$ cat src/rtl/vga_timing_pkg.sv
// Shared 640x480@60 timing constants and decode helpers for the sync generator
// and the object generators that decode HCount/VCount.
package vga_timing_pkg;

    localparam int unsigned H_DISP  = 640;
    localparam int unsigned H_FP    = 16;
    localparam int unsigned H_SYNC  = 96;
    localparam int unsigned H_BP    = 48;
    localparam int unsigned V_DISP  = 480;
    localparam int unsigned V_FP    = 10;
    localparam int unsigned V_SYNC  = 2;
    localparam int unsigned V_BP    = 33;

    localparam int unsigned H_TOTAL = H_DISP + H_FP + H_SYNC + H_BP;
    localparam int unsigned V_TOTAL = V_DISP + V_FP + V_SYNC + V_BP;

    localparam int unsigned CNT_W = 10;

    localparam logic SYNC_ACTIVE = 1'b0;

    typedef logic [CNT_W-1:0] count_t;

    // Inclusive window [lo, lo+len-1], compared as unsigned 10-bit values.
    function automatic logic in_window(input count_t c, input int unsigned lo,
                                       input int unsigned len);
        return (c >= count_t'(lo)) && (c <= count_t'(lo + len - 1));
    endfunction

endpackage

$ cat src/rtl/vga_pixel_tick.sv
// Pixel-rate divider: registered one-clock p_tick every CLK_DIV system clocks
// (CLK_DIV 1..16; with CLK_DIV=1 p_tick stays high after the first clock).
module vga_pixel_tick #(
    parameter int unsigned CLK_DIV = 2
) (
    input  logic clk,
    input  logic reset,
    output logic p_tick
);

    localparam logic [3:0] LAST = 4'(CLK_DIV - 1);

    logic [3:0] div;
    logic [3:0] div_next;

    always_comb begin
        div_next = (div == LAST) ? '0 : div + 4'd1;
    end

    // p_tick tracks the divider value being loaded, so it is high exactly while div == LAST.
    always_ff @(posedge clk or posedge reset) begin
        if (reset) begin
            div    <= '0;
            p_tick <= 1'b0;
        end else begin
            div    <= div_next;
            p_tick <= (div_next == LAST);
        end
    end

endmodule

$ cat src/rtl/vga_sync_gen.sv
// VGA timing generator: HCount/VCount, active-low syncs, video_on and frame_start.
// Optional macro VGA_FRAME_COUNT_EN adds an 8-bit frame_cnt output.
module vga_sync_gen #(
    parameter int unsigned CLK_DIV = 2,
    parameter int unsigned H_DISP  = vga_timing_pkg::H_DISP,
    parameter int unsigned H_FP    = vga_timing_pkg::H_FP,
    parameter int unsigned H_SYNC  = vga_timing_pkg::H_SYNC,
    parameter int unsigned H_BP    = vga_timing_pkg::H_BP,
    parameter int unsigned V_DISP  = vga_timing_pkg::V_DISP,
    parameter int unsigned V_FP    = vga_timing_pkg::V_FP,
    parameter int unsigned V_SYNC  = vga_timing_pkg::V_SYNC,
    parameter int unsigned V_BP    = vga_timing_pkg::V_BP
) (
    input  logic                            clk,
    input  logic                            reset,
    output logic                            p_tick,
    output logic [vga_timing_pkg::CNT_W-1:0] HCount,
    output logic [vga_timing_pkg::CNT_W-1:0] VCount,
    output logic                            hsync,
    output logic                            vsync,
    output logic                            video_on,
    output logic                            frame_start
`ifdef VGA_FRAME_COUNT_EN
    ,
    output logic [7:0]                      frame_cnt
`endif
);

    import vga_timing_pkg::*;

    localparam int unsigned H_TOT = H_DISP + H_FP + H_SYNC + H_BP;
    localparam int unsigned V_TOT = V_DISP + V_FP + V_SYNC + V_BP;
    localparam count_t      H_LAST = count_t'(H_TOT - 1);
    localparam count_t      V_LAST = count_t'(V_TOT - 1);

    count_t h_next;
    count_t v_next;
    logic   h_end;
    logic   v_end;

    vga_pixel_tick #(
        .CLK_DIV(CLK_DIV)
    ) u_pixel_tick (
        .clk   (clk),
        .reset (reset),
        .p_tick(p_tick)
    );

    always_comb begin
        h_end  = (HCount == H_LAST);
        v_end  = (VCount == V_LAST);
        h_next = h_end ? '0 : HCount + count_t'(1);
        v_next = VCount;
        if (h_end) begin
            v_next = v_end ? '0 : VCount + count_t'(1);
        end
    end

    // Decode uses the next-state counts so it lands in the same cycle as the counts.
    always_ff @(posedge clk or posedge reset) begin
        if (reset) begin
            HCount      <= '0;
            VCount      <= '0;
            hsync       <= ~SYNC_ACTIVE;
            vsync       <= ~SYNC_ACTIVE;
            video_on    <= 1'b0;
            frame_start <= 1'b0;
        end else begin
            frame_start <= 1'b0;
            if (p_tick) begin
                HCount      <= h_next;
                VCount      <= v_next;
                hsync       <= in_window(h_next, H_DISP + H_FP, H_SYNC) ? SYNC_ACTIVE : ~SYNC_ACTIVE;
                vsync       <= in_window(v_next, V_DISP + V_FP, V_SYNC) ? SYNC_ACTIVE : ~SYNC_ACTIVE;
                video_on    <= (h_next < count_t'(H_DISP)) && (v_next < count_t'(V_DISP));
                frame_start <= h_end && v_end;
            end
        end
    end

`ifdef VGA_FRAME_COUNT_EN
    always_ff @(posedge clk or posedge reset) begin
        if (reset) begin
            frame_cnt <= '0;
        end else if (p_tick && h_end && v_end) begin
            frame_cnt <= frame_cnt + 8'd1;
        end
    end
`endif

endmodule

$ cat config.mk
export PLATFORM = sky130hd
export DESIGN_NAME = vga_sync_gen
export DESIGN_NICKNAME = d
export VERILOG_FILES = /design/src/rtl/vga_timing_pkg.sv /design/src/rtl/vga_pixel_tick.sv /design/src/rtl/vga_sync_gen.sv
export SDC_FILE = /design/constraint.sdc
export NUM_CORES = 1
export LEC_CHECK = 0
export CAP_MARGIN = 20
export CORE_MARGIN = 1.5
export CORE_UTILIZATION = 57
export DETAILED_ROUTE_END_ITERATION = 10
export PLACE_DENSITY_LB_ADDON = 0.05
export SLEW_MARGIN = 15
export SYNTH_ARGS = -nofsm -noshare
export SYNTH_HDL_FRONTEND = slang
export SYNTH_SLANG_ARGS = --single-unit
export TNS_END_PERCENT = 1
$ cat constraint.sdc
create_clock -name clk -period 3.1 [get_ports clk]
set_clock_uncertainty 0.15 [all_clocks]
set_input_delay 0.62 -clock clk [delete_from_list [all_inputs] [get_ports clk]]
set_output_delay 0.62 -clock clk [all_outputs]
set_load 0.05 [all_outputs]
# After elaboration in Yosys (flattened, before gate mapping)
# Index checks and enable logic that the tools add are counted.
[classes]
add_sub_neg = 3
n_lt_le_gt_ge = 6
eq_ne = 4
muxes = 7
reduce_logical = 4
[ops]
columns = ["operator", "count"]
rows = [
  ["10-bit 2-to-1 mux", 3],
  ["10-bit by 1-bit adder with 10-bit output (second input constant)", 2],
  ["10-bit equality test (second input constant)", 2],
  ["10-bit greater-or-equal comparator (second input constant)", 1],
  ["10-bit by 9-bit greater-or-equal comparator with 1-bit output (second input constant)", 1],
  ["10-bit <= comparator (second input constant)", 1],
  ["10-bit by 9-bit <= comparator with 1-bit output (second input constant)", 1],
  ["10-bit less-than comparator (second input constant)", 1],
  ["10-bit by 9-bit less-than comparator with 1-bit output (second input constant)", 1],
  ["4-bit by 1-bit equality test with 1-bit output (second input constant)", 2],
  ["4-bit by 1-bit adder with 4-bit output (second input constant)", 1],
  ["1-bit logical AND", 4],
  ["4-bit 2-to-1 mux", 1],
  ["1-bit 2-to-1 mux", 3],
]
[word_totals]
reg_bits = 29
inputBits = 2
out_inout_bits = 25
wordCells = 32

# Longest topological paths before layout
# Gate-level depths: netlist of the first run.
[logic_depth]
depth_word = 6
mapped_depth = 8
mapped_depth_nobuf = 8

# Hierarchy
# From an unflattened synthesis of the first run, not the netlist that was laid out.
[hier_totals]
hier_cells = 189
hier_area_um2 = 1706.6
[by_module_without_submodules]
columns = ["module", "n_inst", "cells_per_inst", "area_each_um2", "seq_area_each_um2"]
rows = [
  ["vga_sync_gen", 1, 174, 1522.7, 603.1],
  ["vga_pixel_tick", 1, 15, 183.9, 125.1],
]

# Worst setup path before layout of the first run
# Ideal clock, no wire load.
[synth_timing]
kind = "flip-flop to flip-flop"
start = "register HCount[1] (netlist name)"
end = "register VCount[8] (netlist name)"
setup_ns = 0.143
t_arrival_ns = 2.155
required_ns = 2.807
setup_slack_ns = 0.652
stages_incl_launch_ff = 9
n_path_buf = 1
period_less_slack_ns = 2.448
cell_sequence = "dfrtp_1 -> ha_1 -> and4_1 -> and4_1 -> buf_4 -> nand2_2 -> nor2_1 -> nand4_1 -> xnor2_1"
[synth_between]
elab_chain_len = 2
[synth_lines]
columns = ["item", "line", "text"]
rows = [
  ["start, declared", "vga_sync_gen.sv:17", "output logic [vga_timing_pkg::CNT_W-1:0] HCount,"],
  ["start signal, assigned", "vga_sync_gen.sv:71", "HCount <= h_next;"],
  ["10-bit equality test", "vga_sync_gen.sv:50", "h_end = (HCount == H_LAST);"],
  ["10-bit 2-to-1 mux", "vga_sync_gen.sv:54", "if (h_end) begin"],
  ["end signal, assigned", "vga_sync_gen.sv:72", "VCount <= v_next;"],
  ["end, declared", "vga_sync_gen.sv:18", "output logic [vga_timing_pkg::CNT_W-1:0] VCount,"],
]
# Every way passes these cells.
# A chain may end at the register's enable or synchronous reset.

# Worst setup path in the final report of the first run
[layout_timing]
start = "register HCount[8] (netlist name)"
end = "output HCount[8] (netlist name)"
# No word-level cell between the ends.

==> results.py, run 1 <==
metrics = {
    "status": {
        "status": "completed",
    },
    "timing": {
        "slew_viol_final": 0,
        "tightest_slew_ns": 0.504,
        "period_needed_ns": 2.53,
        "rsz0062_at_grt": "no",
        "min_period_over_period_pct": 81.5,
        "relSlewSlack_pct": 66.3,
        "setup_ws_ns": 0.575,
        "tns_ns": 0,
        "finalHoldViolations": 0,
        "max_freq_mhz": 396,
        "setup_viol_count_final": 0,
    },
    "setup_path": {
        "path_buf_inv": 1,
        "critPathLaunchType": "flip-flop",
        "cp_data_arrival_time_ns": 1.76,
        "critPathKind": "flip-flop to primary output",
        "end_kind": "primary output",
        "slowest_stage": "clkdlybuf4s50_1",
        "r2r-start": "HCount[1]",
        "path_cells": "clkdlybuf4s50_1",
        "crit_family": "buffers and inverters",
        "crit_fanout": 10,
        "cpPeakStageDelay_ns": 0.87,
        "crit_start": "HCount[8]",
        "cp.required_ns": 2.33,
    },
    "place": {
        "portBuffers": 26,
        "globalplace.congestion": 0.827,
        "dpl_cell_area_mm2": 0.00197,
        "post-place-ws_ns": 0.754,
        "dp_hpwl_um": 2640,
    },
    "grt": {
        "grt_start_max_net_pins": 30,
        "antenna_found_initial": 0,
        "first_global_vias": 1412,
        "grt_pass1_wl_um": 6400,
        "grt_overflow": 0,
        "grt_use_total_pct": 25.1,
    },
    "worst_hold_path": {
        "hp-class": "flip-flop to flip-flop",
        "min-delay-start": "u_pixel_tick.div[3]",
    },
    "final_layout": {
        "finalInstanceArea_mm2": 0.00202,
        "syn_to_final_growth_pct": 19.7,
        "n_antenna_cell": 0,
        "finalNetCount": 214,
        "final_util_pct": 72.8,
        "drive_above_1_share_pct": 11.5,
    },
    "drt": {
        "drtIter0Drc": 52,
        "drtPass1Iterations": 4,
        "drc": 0,
        "via_per_inst": 6.22,
        "wl_um": 3780,
        "wl_per_cell_um": 15.7,
        "num_vias": 1492,
        "drtAntennaViolNets": 0,
    },
    "die": {
        "die_w_um": 57.5,
        "core_mm2": 0.00278,
        "io_pins": 27,
        "num_rows": 19,
        "die_area_mm2": 0.00330,
        "chipHeight_um": 57.5,
        "start_util_pct": 60.8,
    },
    "clock_network": {
        "root_buffer": "clkbuf_4",
        "htreeDepth": 2,
        "clkTransAtPathRegs_ns": 0.09,
        "cts_resized": 0,
        "cts_sinks": 29,
        "numCtsBuffers": 5,
        "cts_hold_buf": 0,
        "post_cts_buffers": 0,
        "insertion_delay_ns": 0.32,
        "cts_buffer_depth": 2,
        "cts_tree": "built",
    },
    "logic_synthesis": {
        "synthCells": 182,
        "synth_area_leaders": "dfrtp_1 40%, xnor2_1 6.7%, nand2_1 6.0%",
        "synth_common_cells": "27 x dfrtp_1, 27 x nand2_1, 13 x xnor2_1, 12 x nor2_1, 11 x o21ai_0",
        "yosysTopAreaCellShare_pct": 39.9,
        "netlist_area_mm2": 0.00169,
        "yosysWarnings": 0,
        "synth_cell_types": 49,
        "ys_seq_elements": 29,
        "yosys.area.top_type": "dfrtp_1",
        "synth_edf_count": 0,
        "seq_area_frac_synth_pct": 43.0,
        "syn_nets": 188,
        "ys_async_sr_fraction_pct": 100,
        "synth-main-ff-cell": "dfrtp_1",
        "synth.avg_cell_area_um2": 9.29,
    },
    "power": {
        "power_mw": 0.627,
        "worst_ir_drop_vdd_mv": 0.314,
        "leakage_nw": 0.831,
        "p_per_area_mw_per_mm2": 310,
    },
    "flow_run": {
        "drv_cap": 0,
    },
}
## cell usage in the layout, fill, tap and decap left out, drive strengths merged
cell	synthesis	routed
nand2	28	28
dfrtp	27	27
clkdlybuf4s50	0	26
xnor2	13	13
nor2	12	12
o21ai	12	12
nand3	11	11
inv	9	9
clkbuf	6	8
nor3	7	7
a21oi	6	6
nand4	5	5
o31ai	4	4
ha	4	4
and3	4	4
and4	2	2
o31a	2	2
a31oi	2	2
nor3b	2	2
dfstp	2	2
buf	3	2
nor4	2	2
o311ai	2	2
or4	1	1
nor2b	1	1
mux2	1	1
a22o	1	1
a21bo	1	1
and4b	1	1
a211o	1	1
o211ai	1	1
o2bb2ai	1	1
a31o	1	1
a41oi	1	1
xor2	1	1
o2111ai	1	1
o32a	1	1
o21bai	1	1
or3	1	1
a21o	1	1
## final cells by class
type,count,area (um2)
repair buffers,28,275
clock buffers,8,58.8
inverters,9,33.8
multi-input cells,135,890
well taps,31,38.8
flip-flops and latches,29,728
fillers,219,757
## metrics by stage
step	hold slack (ns)	std cells
6_report	0.342	240
5_1_grt	0.359	240
4_1_cts	0.336	240
3_5_place_dp	0.324	232
3_3_place_gp	0.309	232
2_1_floorplan	0.297	182
## sequential cells by signal, summed over array words and instances (netlist names)
register and count:
HCount 10, VCount 10, frame_start 1, hsync 1
u_pixel_tick.div 4, u_pixel_tick.p_tick 1, video_on 1, vsync 1
## final timing paths
kind / end / slack, ns / cells past startpoint
setup / recovery: HCount[8] / 0.57 / 1
hold / removal: u_pixel_tick.p_tick / 0.34 / 1
setup reg to reg: VCount[4] / 0.70 / 7
hold reg to reg: u_pixel_tick.p_tick / 0.34 / 1
max in group asynchronous: vsync / 1.96 / 3
min in group asynchronous: HCount[2] / 0.52 / 3
## cells by family (layout without fill, tap and decap cells)
group / count (synthesis) / after routing / share of synthesized area [%]
buffers and inverters: 18 / 45 / 4.36
DFF: 29 / 29 / 43.0
AOI/OAI and AO/OA: 39 / 39 / 16.6
xor gates and xnor gates: 14 / 14 / 7.25
and+or+nand+nor: 77 / 77 / 25.1
muxes: 1 / 1 / 0.666
adders and majority gates: 4 / 4 / 2.96
## per-layer routing
metal / routed length [um] / track usage [%] / vias up
li1: - / - / 702
met1: 1680 / 34.9 / 719
met2: 1770 / 37.7 / 62
met3: 283 / 7.26 / 9
met4: 48 / 8.64 / 0
met5: 0 / 0 / -
## report_power, final
part | switching, mW | internal (mW)
combinational | 0.00732 | 0.00202
clock | 0.128 | 0.112
sequential | 0 | 0.378
total | 0.135 | 0.492
Note: power is estimated with default switching activity, not from simulation.
==> run 2: changes to the inputs <==
- CORE_UTILIZATION: 57 -> 48
- clock period: 3.1 -> 2.1 ns (I/O delays scaled with it)
==> results.py, run 2 (synthesis gave the netlist of run 1 again) <==
metrics = {
    "setup_path": {
        "r2r-end": "VCount[8]",
        "cp.required_ns": 1.53,
        "slowest_stage": "clkdlybuf4s50_1",
        "critPathKind": "flip-flop to primary output",
        "end_kind": "primary output",
        "cpPeakStageDelay_ns": 0.80,
        "r2r_slack_ns": 0.08,
        "crit_family": "buffers and inverters",
        "r2r-start": "HCount[1]",
        "r2r_cells": 7,
        "critPathLaunchType": "flip-flop",
        "cp_data_arrival_time_ns": 1.48,
        "crit_fanout": 1,
        "path_buf_inv": 1,
        "path_cells": "clkdlybuf4s50_1",
    },
    "timing": {
        "tightest_slew_ns": 0.500,
        "slew_viol_final": 0,
        "finalHoldViolations": 0,
        "relSlewSlack_pct": 66.6,
        "setup_viol_count_final": 0,
        "hold_slack_ns": 0.295,
        "min_period_over_period_pct": 97.7,
        "period_needed_ns": 2.05,
        "max_freq_mhz": 487,
    },
    "place": {
        "portBuffers": 26,
        "globalplace.congestion": 0.854,
        "dpl_cell_area_mm2": 0.00205,
        "dp_hpwl_um": 2790,
    },
    "final_layout": {
        "mostFrequentLayoutCells": "35 x buf_4, 27 x nand2_1, 15 x dfrtp_1",
        "fillers": 320,
        "mostFrequentLayoutCell": "buf_4",
        "finalInstanceArea_mm2": 0.00215,
        "top_regs": "HCount x10, VCount x10, u_pixel_tick.div x4",
        "finalNetCount": 225,
        "n_antenna_cell": 0,
        "seq_area_um2": 743,
        "multi_input_area_um2": 930,
        "drive_above_1_share_pct": 35.9,
        "syn_to_final_growth_pct": 27.1,
    },
    "status": {
        "status": "completed",
    },
    "flow_run": {
        "drv_cap": 0,
    },
    "die": {
        "core_mm2": 0.00336,
        "die_w_um": 62.4,
        "chipHeight_um": 62.4,
        "num_rows": 21,
        "start_util_pct": 50.3,
        "io_pins": 27,
        "die_area_mm2": 0.00389,
    },
    "drt": {
        "wl_per_cell_um": 14.5,
        "wl_met1_um": 1950,
        "top_layer": "met4",
        "drtIter0Drc": 78,
        "drtAntennaViolNets": 0,
        "num_vias": 1464,
        "wl_met2_um": 1740,
        "wl_met3_um": 108,
        "wl_um": 3860,
        "drc": 0,
        "via_per_inst": 5.50,
        "drtPass1Iterations": 4,
    },
    "power": {
        "leakage_nw": 0.924,
        "p_per_area_mw_per_mm2": 447,
        "worst_ir_drop_vdd_mv": 0.311,
    },
    "clock_network": {
        "numCtsBuffers": 5,
        "cts_tree": "built",
        "root_buffer": "clkbuf_4",
        "cts_hold_buf": 0,
        "clkTransAtPathRegs_ns": 0.09,
        "htreeDepth": 2,
        "insertion_delay_ns": 0.33,
        "cts_buffer_depth": 2,
        "cts_sinks": 29,
    },
    "grt": {
        "grt_start_max_net_pins": 30,
        "grt_pass1_wl_um": 6610,
        "antenna_found_initial": 0,
        "grt_overflow": 0,
        "grt_use_total_pct": 21.6,
        "first_global_vias": 1463,
    },
    "worst_hold_path": {
        "hp-class": "primary input to asynchronous set/reset pin",
    },
}
==> run 2: changes by cell type in the layout (fill, tap and decap cells not counted), sizes merged <==
cell / previous run / this run
clkinv: 0 / 1
clkdlybuf4s50: 26 / 2
buf: 2 / 36
clkbuf: 8 / 7
dlymetal6s2s: 0 / 1
==> run 2: metal layers <==
metal / vias up / GRT usage [%]
li1: 725 / -
met1: 703 / 29.6
met2: 28 / 34.1
met3: 8 / 3.80
met4: 0 / 8.89
met5: - / 0
==> run 2: worst max path at each step <==
stage / from / end / slack [ns] / depth (start not counted)
6_report: frame_start / frame_start / 0.05 / 1
5_1_grt: HCount[1] / VCount[4] / -0.005 / 7
4_1_cts: video_on / video_on / 0.003 / 1
3_5_place_dp: HCount[1] / vsync / 0.01 / 7
3_3_place_gp: HCount[1] / vsync / 0.07 / 7
2_1_floorplan: HCount[1] / VCount[8] / -0.008 / 8
==> run 2: final cells by class <==
cell class	instances	area share, %
clock inverter	1	0.233
inverter	9	1.57
sequential	29	34.6
multi-input combinational	135	43.2
tap	46	2.68
clock buffer	7	3.03
timing repair buffer	39	14.7
==> run 2: report_power, final <==
group          switching, mW  internal [mW]  leakage (nW)
combinational         0.0106        0.00298         0.526
clock                  0.196          0.194        0.0413
sequential                 0          0.558         0.357
==> run 2: through the flow <==
stage	utilization (%)	TNS [ns]	setup WS [ns]	total power, mW	cells
after detailed placement	61.0	0	0.0145	0.584	256
after global routing	63.9	-0.00851	-0.00535	1.00	266
after floorplan	-	-0.0103	-0.00816	0.577	182
after CTS	63.1	0	0.00318	0.974	264
after global placement	61.0	0	0.0679	0.583	256
final	63.9	0	0.0478	0.961	266
==> run 2: what timing repair did <==
| action | CTS | global route |
|---|---|---|
| endpoints found under the setup margin | 0 | 9 |
| resized for setup | 0 | 5 |
| setup buffers | 0 | 2 |
